$ cat config.mk
export PLATFORM = sky130hd
export DESIGN_NAME = watch_bcd_scan
export DESIGN_NICKNAME = d
export VERILOG_FILES = /design/src/rtl/watch_bcd_scan.sv
export SDC_FILE = /design/constraint.sdc
export NUM_CORES = 1
export LEC_CHECK = 0
export CORE_UTILIZATION = 49
export DETAILED_ROUTE_END_ITERATION = 12
export PLACE_DENSITY_LB_ADDON = 0.12
export SLEW_MARGIN = 30
export SYNTH_ARGS = -nofsm -noshare
export SYNTH_HDL_FRONTEND = slang
export SYNTH_SLANG_ARGS = --single-unit
export TNS_END_PERCENT = 1
$ cat constraint.sdc
create_clock -name clk -period 2.2 [get_ports clk]
set_input_delay 0.33 -clock clk [delete_from_list [all_inputs] [get_ports clk]]
set_output_delay 0.33 -clock clk [all_outputs]
set_load 0.005 [all_outputs]
$ cat src/rtl/watch_bcd_scan.sv
// watch_bcd_scan
//   BCD timekeeper (HH:MM:SS) with 12/24-hour mode, validated time load and a
//   multiplexed N-digit seven-segment scan driver. It sits between the 1 Hz
//   prescaler domain and the display7 decoder.
//
//   Optional alarm: define WATCH_ALARM_EN to add the alarm ports and registers.
//   With the macro undefined there are no alarm ports, and everything else is unchanged.
//
// Parameters
//   TICK_DIV    clk cycles per second tick (>=1; 1 = tick on every running cycle)
//   SCAN_DIV    clk cycles per display digit step (>=1)
//   H24         1: hours 00-23; 0: hours 01-12 with pm flag
//   NUM_DIGITS  4: scans HH:MM; 6: scans HH:MM:SS
//
// Ports
//   clk       in   system clock
//   rst       in   synchronous active-high reset
//   run       in   1: second prescaler advances; 0: time frozen
//   load      in   load request, sampled every cycle
//   ld_time   in   BCD {hd,ho,md,mo,sd,so}
//   ld_pm     in   pm flag loaded with ld_time (ignored in 24-hour mode)
//   al_set    in   (WATCH_ALARM_EN) store al_time/al_pm as the alarm
//   al_time   in   (WATCH_ALARM_EN) BCD {hd,ho,md,mo}
//   al_pm     in   (WATCH_ALARM_EN) alarm pm flag
//   alarm     out  (WATCH_ALARM_EN) one-cycle pulse when a tick reaches the alarm minute
//   time_bcd  out  current time, same packing as ld_time
//   pm        out  1 = PM (always 0 in 24-hour mode)
//   sec_tick  out  one-cycle pulse in the cycle time_bcd shows the new second
//   ld_err    out  one-cycle pulse when a load (or alarm set) is rejected
//   digit     out  BCD value of the digit currently scanned
//   an        out  active-low digit enables, one-hot-zero
module watch_bcd_scan #(
  parameter int TICK_DIV   = 50_000_000,
  parameter int SCAN_DIV   = 50_000,
  parameter int H24        = 1,
  parameter int NUM_DIGITS = 4
) (
  input  logic                  clk,
  input  logic                  rst,
  input  logic                  run,
  input  logic                  load,
  input  logic [23:0]           ld_time,
  input  logic                  ld_pm,
`ifdef WATCH_ALARM_EN
  input  logic                  al_set,
  input  logic [15:0]           al_time,
  input  logic                  al_pm,
  output logic                  alarm,
`endif
  output logic [23:0]           time_bcd,
  output logic                  pm,
  output logic                  sec_tick,
  output logic                  ld_err,
  output logic [3:0]            digit,
  output logic [NUM_DIGITS-1:0] an
);

  localparam int TW = (TICK_DIV > 1) ? $clog2(TICK_DIV) : 1;
  localparam int SW = (SCAN_DIV > 1) ? $clog2(SCAN_DIV) : 1;
  localparam int IW = (NUM_DIGITS > 1) ? $clog2(NUM_DIGITS) : 1;
  localparam logic          IS_24     = (H24 != 0);
  localparam logic [TW-1:0] TICK_LAST = TW'(TICK_DIV - 1);
  localparam logic [SW-1:0] SCAN_LAST = SW'(SCAN_DIV - 1);
  localparam logic [IW-1:0] IDX_LAST  = IW'(NUM_DIGITS - 1);
  // A 4-digit display starts at the minutes-units digit, skipping the seconds.
  localparam logic [2:0]    DIG_OFS   = (NUM_DIGITS == 4) ? 3'd2 : 3'd0;
  localparam logic [23:0]   TIME_RST  = IS_24 ? 24'h000000 : 24'h120000;

  // Hour pair is legal for the selected mode (00-23 or 01-12).
  function automatic logic hour_ok(input logic [3:0] hd, input logic [3:0] ho);
    logic ok;
    if (IS_24) begin
      if (hd < 4'd2) begin
        ok = (ho <= 4'd9);
      end else if (hd == 4'd2) begin
        ok = (ho <= 4'd3);
      end else begin
        ok = 1'b0;
      end
    end else begin
      if (hd == 4'd0) begin
        ok = (ho >= 4'd1) && (ho <= 4'd9);
      end else if (hd == 4'd1) begin
        ok = (ho <= 4'd2);
      end else begin
        ok = 1'b0;
      end
    end
    return ok;
  endfunction

  // Minute or second pair is legal (tens 0-5, units 0-9).
  function automatic logic sixty_ok(input logic [3:0] tens, input logic [3:0] units);
    return (tens <= 4'd5) && (units <= 4'd9);
  endfunction

  function automatic logic time_ok(input logic [23:0] t);
    return hour_ok(t[23:20], t[19:16]) && sixty_ok(t[15:12], t[11:8]) &&
           sixty_ok(t[7:4], t[3:0]);
  endfunction

  // One-second advance with full BCD ripple; returns {pm, time}.
  function automatic logic [24:0] advance(input logic [23:0] t, input logic p);
    logic [3:0] hd, ho, md, mo, sd, so;
    logic       np;
    {hd, ho, md, mo, sd, so} = t;
    np = p;
    if (so != 4'd9) begin
      so = so + 4'd1;
    end else begin
      so = 4'd0;
      if (sd != 4'd5) begin
        sd = sd + 4'd1;
      end else begin
        sd = 4'd0;
        if (mo != 4'd9) begin
          mo = mo + 4'd1;
        end else begin
          mo = 4'd0;
          if (md != 4'd5) begin
            md = md + 4'd1;
          end else begin
            md = 4'd0;
            if (IS_24) begin
              if ((hd == 4'd2) && (ho == 4'd3)) begin
                hd = 4'd0;
                ho = 4'd0;
              end else if (ho == 4'd9) begin
                ho = 4'd0;
                hd = hd + 4'd1;
              end else begin
                ho = ho + 4'd1;
              end
            end else begin
              // 11 -> 12 flips am/pm; 12 -> 01 keeps it.
              if ((hd == 4'd1) && (ho == 4'd1)) begin
                ho = 4'd2;
                np = ~np;
              end else if ((hd == 4'd1) && (ho == 4'd2)) begin
                hd = 4'd0;
                ho = 4'd1;
              end else if (ho == 4'd9) begin
                ho = 4'd0;
                hd = 4'd1;
              end else begin
                ho = ho + 4'd1;
              end
            end
          end
        end
      end
    end
    return {np, hd, ho, md, mo, sd, so};
  endfunction

  // Digit at scan position idx; position 0 is the least-significant shown digit.
  function automatic logic [3:0] pick(input logic [23:0] t, input logic [IW-1:0] idx);
    logic [2:0] pos;
    logic [3:0] val;
    pos = 3'(idx) + DIG_OFS;
    case (pos)
      3'd0:    val = t[3:0];
      3'd1:    val = t[7:4];
      3'd2:    val = t[11:8];
      3'd3:    val = t[15:12];
      3'd4:    val = t[19:16];
      3'd5:    val = t[23:20];
      default: val = 4'd0;
    endcase
    return val;
  endfunction

  logic [23:0]           time_q, time_d;
  logic                  pm_q, pm_d;
  logic [TW-1:0]         tick_cnt_q, tick_cnt_d;
  logic [SW-1:0]         scan_cnt_q, scan_cnt_d;
  logic [IW-1:0]         idx_q, idx_d;
  logic                  sec_tick_q, sec_tick_d;
  logic                  ld_err_q, ld_err_d;
  logic [NUM_DIGITS-1:0] an_q, an_d;
  logic [3:0]            digit_q, digit_d;
  logic                  tick_s;
  logic [24:0]           nxt_s;
  logic [NUM_DIGITS-1:0] onehot_s;
`ifdef WATCH_ALARM_EN
  logic [15:0]           al_q, al_d;
  logic                  al_pm_q, al_pm_d;
  logic                  alarm_q, alarm_d;
`endif

  // Next-state logic: prescalers, load/tick arbitration, alarm and scan outputs.
  always_comb begin
    time_d     = time_q;
    pm_d       = pm_q;
    tick_cnt_d = tick_cnt_q;
    scan_cnt_d = scan_cnt_q;
    idx_d      = idx_q;
    sec_tick_d = 1'b0;
    ld_err_d   = 1'b0;
    tick_s     = 1'b0;
    nxt_s      = advance(time_q, pm_q);
`ifdef WATCH_ALARM_EN
    al_d       = al_q;
    al_pm_d    = al_pm_q;
    alarm_d    = 1'b0;
`endif

    if (run) begin
      if (tick_cnt_q == TICK_LAST) begin
        tick_cnt_d = {TW{1'b0}};
        tick_s     = 1'b1;
      end else begin
        tick_cnt_d = tick_cnt_q + TW'(1);
      end
    end else begin
      tick_cnt_d = tick_cnt_q;
    end

    // Any load request wins over a coincident tick, even one that is rejected.
    if (load) begin
      if (time_ok(ld_time)) begin
        time_d     = ld_time;
        pm_d       = IS_24 ? 1'b0 : ld_pm;
        tick_cnt_d = {TW{1'b0}};
      end else begin
        ld_err_d = 1'b1;
      end
    end else if (tick_s) begin
      time_d     = nxt_s[23:0];
      pm_d       = nxt_s[24];
      sec_tick_d = 1'b1;
`ifdef WATCH_ALARM_EN
      if ((nxt_s[23:8] == al_q) && (nxt_s[7:0] == 8'h00) &&
          (IS_24 || (nxt_s[24] == al_pm_q))) begin
        alarm_d = 1'b1;
      end else begin
        alarm_d = 1'b0;
      end
`endif
    end else begin
      time_d = time_q;
    end

`ifdef WATCH_ALARM_EN
    if (al_set) begin
      if (hour_ok(al_time[15:12], al_time[11:8]) && sixty_ok(al_time[7:4], al_time[3:0])) begin
        al_d    = al_time;
        al_pm_d = IS_24 ? 1'b0 : al_pm;
      end else begin
        ld_err_d = 1'b1;
      end
    end else begin
      al_d = al_q;
    end
`endif

    if (scan_cnt_q == SCAN_LAST) begin
      scan_cnt_d = {SW{1'b0}};
      if (idx_q == IDX_LAST) begin
        idx_d = {IW{1'b0}};
      end else begin
        idx_d = idx_q + IW'(1);
      end
    end else begin
      scan_cnt_d = scan_cnt_q + SW'(1);
    end

    onehot_s = {{(NUM_DIGITS-1){1'b0}}, 1'b1} << idx_q;
    an_d     = ~onehot_s;
    digit_d  = pick(time_q, idx_q);
  end

  // State and output registers with synchronous reset.
  always_ff @(posedge clk) begin
    if (rst) begin
      time_q     <= TIME_RST;
      pm_q       <= 1'b0;
      tick_cnt_q <= {TW{1'b0}};
      scan_cnt_q <= {SW{1'b0}};
      idx_q      <= {IW{1'b0}};
      sec_tick_q <= 1'b0;
      ld_err_q   <= 1'b0;
      an_q       <= {NUM_DIGITS{1'b1}};
      digit_q    <= 4'd0;
`ifdef WATCH_ALARM_EN
      al_q       <= IS_24 ? 16'h0000 : 16'h1200;
      al_pm_q    <= 1'b0;
      alarm_q    <= 1'b0;
`endif
    end else begin
      time_q     <= time_d;
      pm_q       <= pm_d;
      tick_cnt_q <= tick_cnt_d;
      scan_cnt_q <= scan_cnt_d;
      idx_q      <= idx_d;
      sec_tick_q <= sec_tick_d;
      ld_err_q   <= ld_err_d;
      an_q       <= an_d;
      digit_q    <= digit_d;
`ifdef WATCH_ALARM_EN
      al_q       <= al_d;
      al_pm_q    <= al_pm_d;
      alarm_q    <= alarm_d;
`endif
    end
  end

  assign time_bcd = time_q;
  assign pm       = pm_q;
  assign sec_tick = sec_tick_q;
  assign ld_err   = ld_err_q;
  assign an       = an_q;
  assign digit    = digit_q;
`ifdef WATCH_ALARM_EN
  assign alarm    = alarm_q;
`endif

endmodule

Yosys cells after proc, flatten, opt, wreduce, memory -nomap -nowiden. Cells that the tools add are included.

$lt $le $gt $ge: 7. Shifts and indexed selects: 1. Bitwise logic cells: 2. Eq/ne operators: 21. Add/sub/neg operators: 10. Mux-type cells: 38. Reductions and logical operators: 17.

Operators by type and width (number): 26-bit 2-to-1 mux (4); 4-bit 2-to-1 mux (22); 24-bit 2-to-1 mux (3); 26-bit by 1-bit adder with 26-bit output (second input constant) (1); 26-bit equality test (second input constant) (1); 4-bit by 1-bit adder with 4-bit output (second input constant) (6); 4-bit case mux with 6 select lines (1); 16-bit by 1-bit adder with 16-bit output (second input constant) (1); 16-bit equality test (second input constant) (1); 4-bit by 2-bit equality test with 1-bit output (second input constant) (3); 4-bit <= comparator (second input constant) (3); 4-bit by 3-bit <= comparator with 1-bit output (second input constant) (2); 2-bit != test (second input constant) (4); 4-bit by 3-bit != test with 1-bit output (second input constant) (2); 4-bit != test (second input constant) (2); 1-bit 2-to-1 mux (7); 7-bit AND reduction (1); 3-bit by 2-bit equality test with 1-bit output (second input constant) (2); 3-bit equality test (second input constant) (2); 6-bit AND reduction (1); 2-bit OR reduction (3); 1-bit logical AND (5); 5-bit AND reduction (1); 4-bit equality test (second input constant) (1); 17 further kinds (17).

Register bits: 78. Input port bits: 29. Output and inout port bits: 35.

Logic depth before layout (Yosys ltp).
Depth in word-level cells: 9. Gate-level depth with buffers: 7. Gate-level depth less buffers: 7.

Least setup slack after synthesis. No wires, ideal clock.

Path type: input to register. From: input port ld_time[23]. To: register time_q[4], in the netlist time_bcd[4]. Data arrival time: 2.054 ns. Required time: 2.126 ns. Cell stages on the path: 5. Path slack: 0.072 ns. Setup time: 0.074 ns. Path buffers: 0. Path through: or4_4 > or2_4 > o32a_4 > or4_1 > a31oi_1.

Cells in the longest elaborated chain, start to end: 8. Elaborated cells on any way between the ends: 9.

RTL lines: start, declared (line 42) `input logic [23:0] ld_time,`; branches (longest 2 deep; another with 4-bit by 2-bit less-than comparator with 1-bit output); 1-bit 2-to-1 mux (*) (line 73) `if (hd < 4'd2) begin`; 1-bit 2-to-1 mux (*) (line 220) `if (load) begin`; 1-bit logical AND (*) (2 in a row) (line 98) `return hour_ok(t[23:20], t[19:16]) && sixty_ok(t[15:12], t[11:8]) &&`; 2-bit by 1-bit != test with 1-bit output (no source line) (*); 3-bit AND reduction (no source line) (*); end signal, assigned (line 291) `time_q <= time_d;`; end, declared (line 173) `logic [23:0] time_q, time_d;`.

Mark *: on every way between the ends. The select of a mux whose other input is x is not followed. A chain may end at the register's enable or synchronous reset.

Worst setup path after layout.
From: input port ld_time[18]. To: register time_q[4], in the netlist time_bcd[4].

Cells in the longest elaborated chain, start to end: 8. Elaborated cells on any way between the ends: 9.

RTL lines: 4-bit by 2-bit <= comparator with 1-bit output (line 76) `ok = (ho <= 4'd3);`; 1-bit 2-to-1 mux (line 75) `end else if (hd == 4'd2) begin`; 1-bit 2-to-1 mux (*) (line 73); 1-bit 2-to-1 mux (*) (line 220); 1-bit logical AND (*) (2 in a row) (line 98); 2-bit by 1-bit != test with 1-bit output (no source line) (*); 3-bit AND reduction (no source line) (*).

Every way passes the cells marked *; elsewhere a longest branch is shown, timed or not. The select of a mux whose other input is x is not followed.

==> flow_metrics.py <==
metrics = {
    "critical_path": {
        "cpMostUsedCell": "buf_4",
        "crit_buf_inv": 3,
        "crit_family": "buffers and inverters",
        "critPathMaxStageDelay_ns": 0.47,
        "critPathMaxFanout": 4,
        "crit_path_cell_trace": "clkdlybuf4s50_1, buf_4, o21ai_0, nand2_1, buf_4, o32a_4, or4_1, a31oi_1",
        "end_kind": "register",
        "crit_required_ns": 2.48,
        "slowest_stage": "or4_1",
        "critPathLaunchType": "input port",
        "arrival_ns": 2.39,
        "worstSetupPathType": "in2reg",
    },
    "power": {
        "p_int_mw": 2.10,
        "seq_power_share_pct": 51.1,
        "clockPowerShare_pct": 40.4,
        "total_power_mw": 2.80,
        "p_switching_uw": 694,
        "leakage_nw": 2.11,
        "switching_share_pct": 24.8,
        "p_per_area_mw_per_mm2": 488,
        "combPwrFrac_pct": 8.5,
        "ir_worst_vdd_mv": 0.314,
    },
    "floorplanning": {
        "core_sq_mm": 0.00834,
        "boundaryPins": 64,
        "rows": 33,
        "initial_utilization_pct": 51.3,
        "die_w_um": 95.5,
        "chipHeight_um": 95.5,
        "die_area_sq_mm": 0.00911,
    },
    "grt": {
        "grt_max_degree": 26,
        "antenna_found_initial": 0,
        "overflow": 0,
        "grt_pass1_wl_mm": 18.5,
        "first_global_vias": 3932,
        "grt.total_usage_pct": 25.9,
    },
    "routing": {
        "wl_mm": 11.6,
        "routed_via_density": 5.75,
        "ant_nets": 0,
        "dr.pass1.iters": 5,
        "drt_iter0_drc": 310,
        "routed-via-count": 4309,
        "wl_per_cell_um": 15.5,
        "drc": 0,
    },
    "synth": {
        "async_reset_ff_share_pct": 0,
        "yosysTopAreaCell": "dfxtp_1",
        "yosys.cell_types.count": 61,
        "synth.avg_cell_area_sq_um": 8.21,
        "yosys_most_used_dff": "dfxtp_1",
        "netlist_instances": 521,
        "syn_area_sq_mm": 0.00428,
        "synth-seq-cells": 78,
        "synth-edff-count": 0,
        "syn_nets": 563,
        "seq_area_frac_synth_pct": 36.5,
        "synthTopCellsByArea": "dfxtp_1 (36%), nor2_1 (5.3%), nand2_1 (4.3%)",
        "yosys_warnings": 0,
        "synth_top_cell_area_share_pct": 36.5,
    },
    "timing": {
        "setup_violations": 0,
        "final-max-slew-violation-count": 0,
        "maxClockFrequency_mhz": 473,
        "min_period_ns": 2.11,
        "slew-limit-headroom_pct": 61.5,
        "rsz0062_at_grt": "yes",
        "tightest_slew_ns": 0.575,
        "layout_setup_ws_ns": 0.0879,
        "finClkSkew_ns": 0.0105,
        "fin_crit_sh_pct": 96.0,
        "report.final.hold_viol_count": 0,
    },
    "outcome": {
        "outcome": "finished clean",
    },
    "min_path": {
        "hp-class": "reg2reg",
    },
    "cts": {
        "cts_tree": "done",
        "cts_num_sinks": 78,
        "clk_latency_ns": 0.35,
        "ctsRootBufferMaster": "clkbuf_8",
        "hold_buffers": 0,
        "cts_buffer_depth": 2,
        "clk_pin_slew_ns": 0.08,
        "cts_made_buffers": 9,
        "htree_num_levels": 3,
    },
    "cells_and_area": {
        "area_delta_synth_final_pct": 34.0,
        "utilization_pct": 68.7,
        "fin_nets": 682,
        "layout-drive-gt1-share_pct": 16.7,
        "antennaDiodeCount": 0,
        "fillers": 684,
    },
    "placed_design": {
        "port_buffers": 61,
        "routabilityCongestion": 0.927,
        "hpwl_mm": 8.48,
        "dp_slack_ns": -0.401,
    },
    "job": {
        "drv_cap": 0,
    },
}
[Yosys cell counts, types with 14 or more instances]
library cell,count
a21oi_1,22
nand4_1,14
xnor2_1,21
nand2_1,49
o21ai_0,14
nor3_1,15
xor2_1,18
nor2_1,60
inv_1,16
a22oi_1,15
nand3_1,30
dfxtp_1,78
clkbuf_1,18
[cell type report]
class	instances	area, sq um	share of cell area [%]
Tap cell	105	131	2.29
Clock buffer	10	138	2.40
Sequential cell	78	1560	27.3
Multi-Input combinational cell	402	2610	45.5
Inverter	16	60.1	1.05
Clock inverter	6	67.6	1.18
Timing Repair Buffer	133	1170	20.4
[stage by stage]
stage	hold WS, ns	instances	setup TNS, ns	instance area, sq um
final	0.471	750	0	5730
after global routing	0.498	750	-0.0323	5730
after CTS	0.470	748	0	5660
after detailed placement	0.453	730	-11.39	5440
after global placement	0.445	730	-12.02	5440
after floorplan	0.426	521	0	4280
[state kept, by name (all words and copies together) (netlist names)]
signal      flops
time_bcd       24
sec_tick        1
an              4
digit           4
ld_err          1
scan_cnt_q     16
tick_cnt_q     26
idx_q           2
[final timing paths]
kind | start | to | slack, ns | cells after the start
worst max-delay path | ld_time[18] | time_bcd[4] | 0.09 | 8
worst min-delay path | scan_cnt_q[0] | scan_cnt_q[0] | 0.47 | 1
worst max register to register | tick_cnt_q[6] | time_bcd[4] | 0.14 | 5
worst min register to register | scan_cnt_q[0] | scan_cnt_q[0] | 0.47 | 1
[timing repair]
action                                  CTS  global route
resized for setup                         2            14
pin swaps                                 3             7
setup buffers                             2             1
gates cloned                              0             1
endpoints found under the setup margin    1            40
[layout by cell type (no fill, tap or decap), drive strengths merged, types with 7 or more instances in the layout]
cell / netlist / final
a211oi: 7 / 7
a21oi: 22 / 22
a22oi: 15 / 15
and2: 10 / 10
and3: 10 / 10
buf: 7 / 72
clkbuf: 18 / 10
clkdlybuf4s50: 0 / 57
dfxtp: 78 / 78
ha: 13 / 13
inv: 16 / 18
nand2: 49 / 49
nand2b: 8 / 8
nand3: 30 / 30
nand4: 14 / 14
nor2: 60 / 60
nor3: 15 / 15
nor4: 8 / 8
o211ai: 12 / 12
o21ai: 14 / 14
xnor2: 21 / 21
xor2: 18 / 18
[cell families after synthesis]
kind of cell,count (synthesis),share of synthesized area (%)
flops,78,36.5
buf+inv,41,3.83
simple gates,235,28.1
compound gates,109,18.5
fa+ha+maj,13,3.80
xor+xnor,39,7.98
other cells,1,0.0876
mux,5,1.17
[layer usage]
metal / part of all wire (%) / GRT usage [%] / routed length, um / vias to the layer above
li1: - / - / - / 2136
met1: 47 / 36.5 / 5520 / 2011
met2: 45 / 39.9 / 5260 / 144
met3: 5.5 / 4.15 / 636 / 18
met4: 1.8 / 8.71 / 211 / 0
met5: 0 / 0 / 0 / -
[power groups by stage]
stage | clock network (mW) | logic [mW] | registers, mW
finish | 1.13 | 0.237 | 1.43
global route | 1.21 | 0.256 | 1.43
CTS | 1.16 | 0.230 | 1.43
detailed placement | 0 | 0.229 | 1.46
global placement | 0 | 0.226 | 1.46
floorplan | 0 | 0.0935 | 1.46
(Power assumes the default switching activity.)
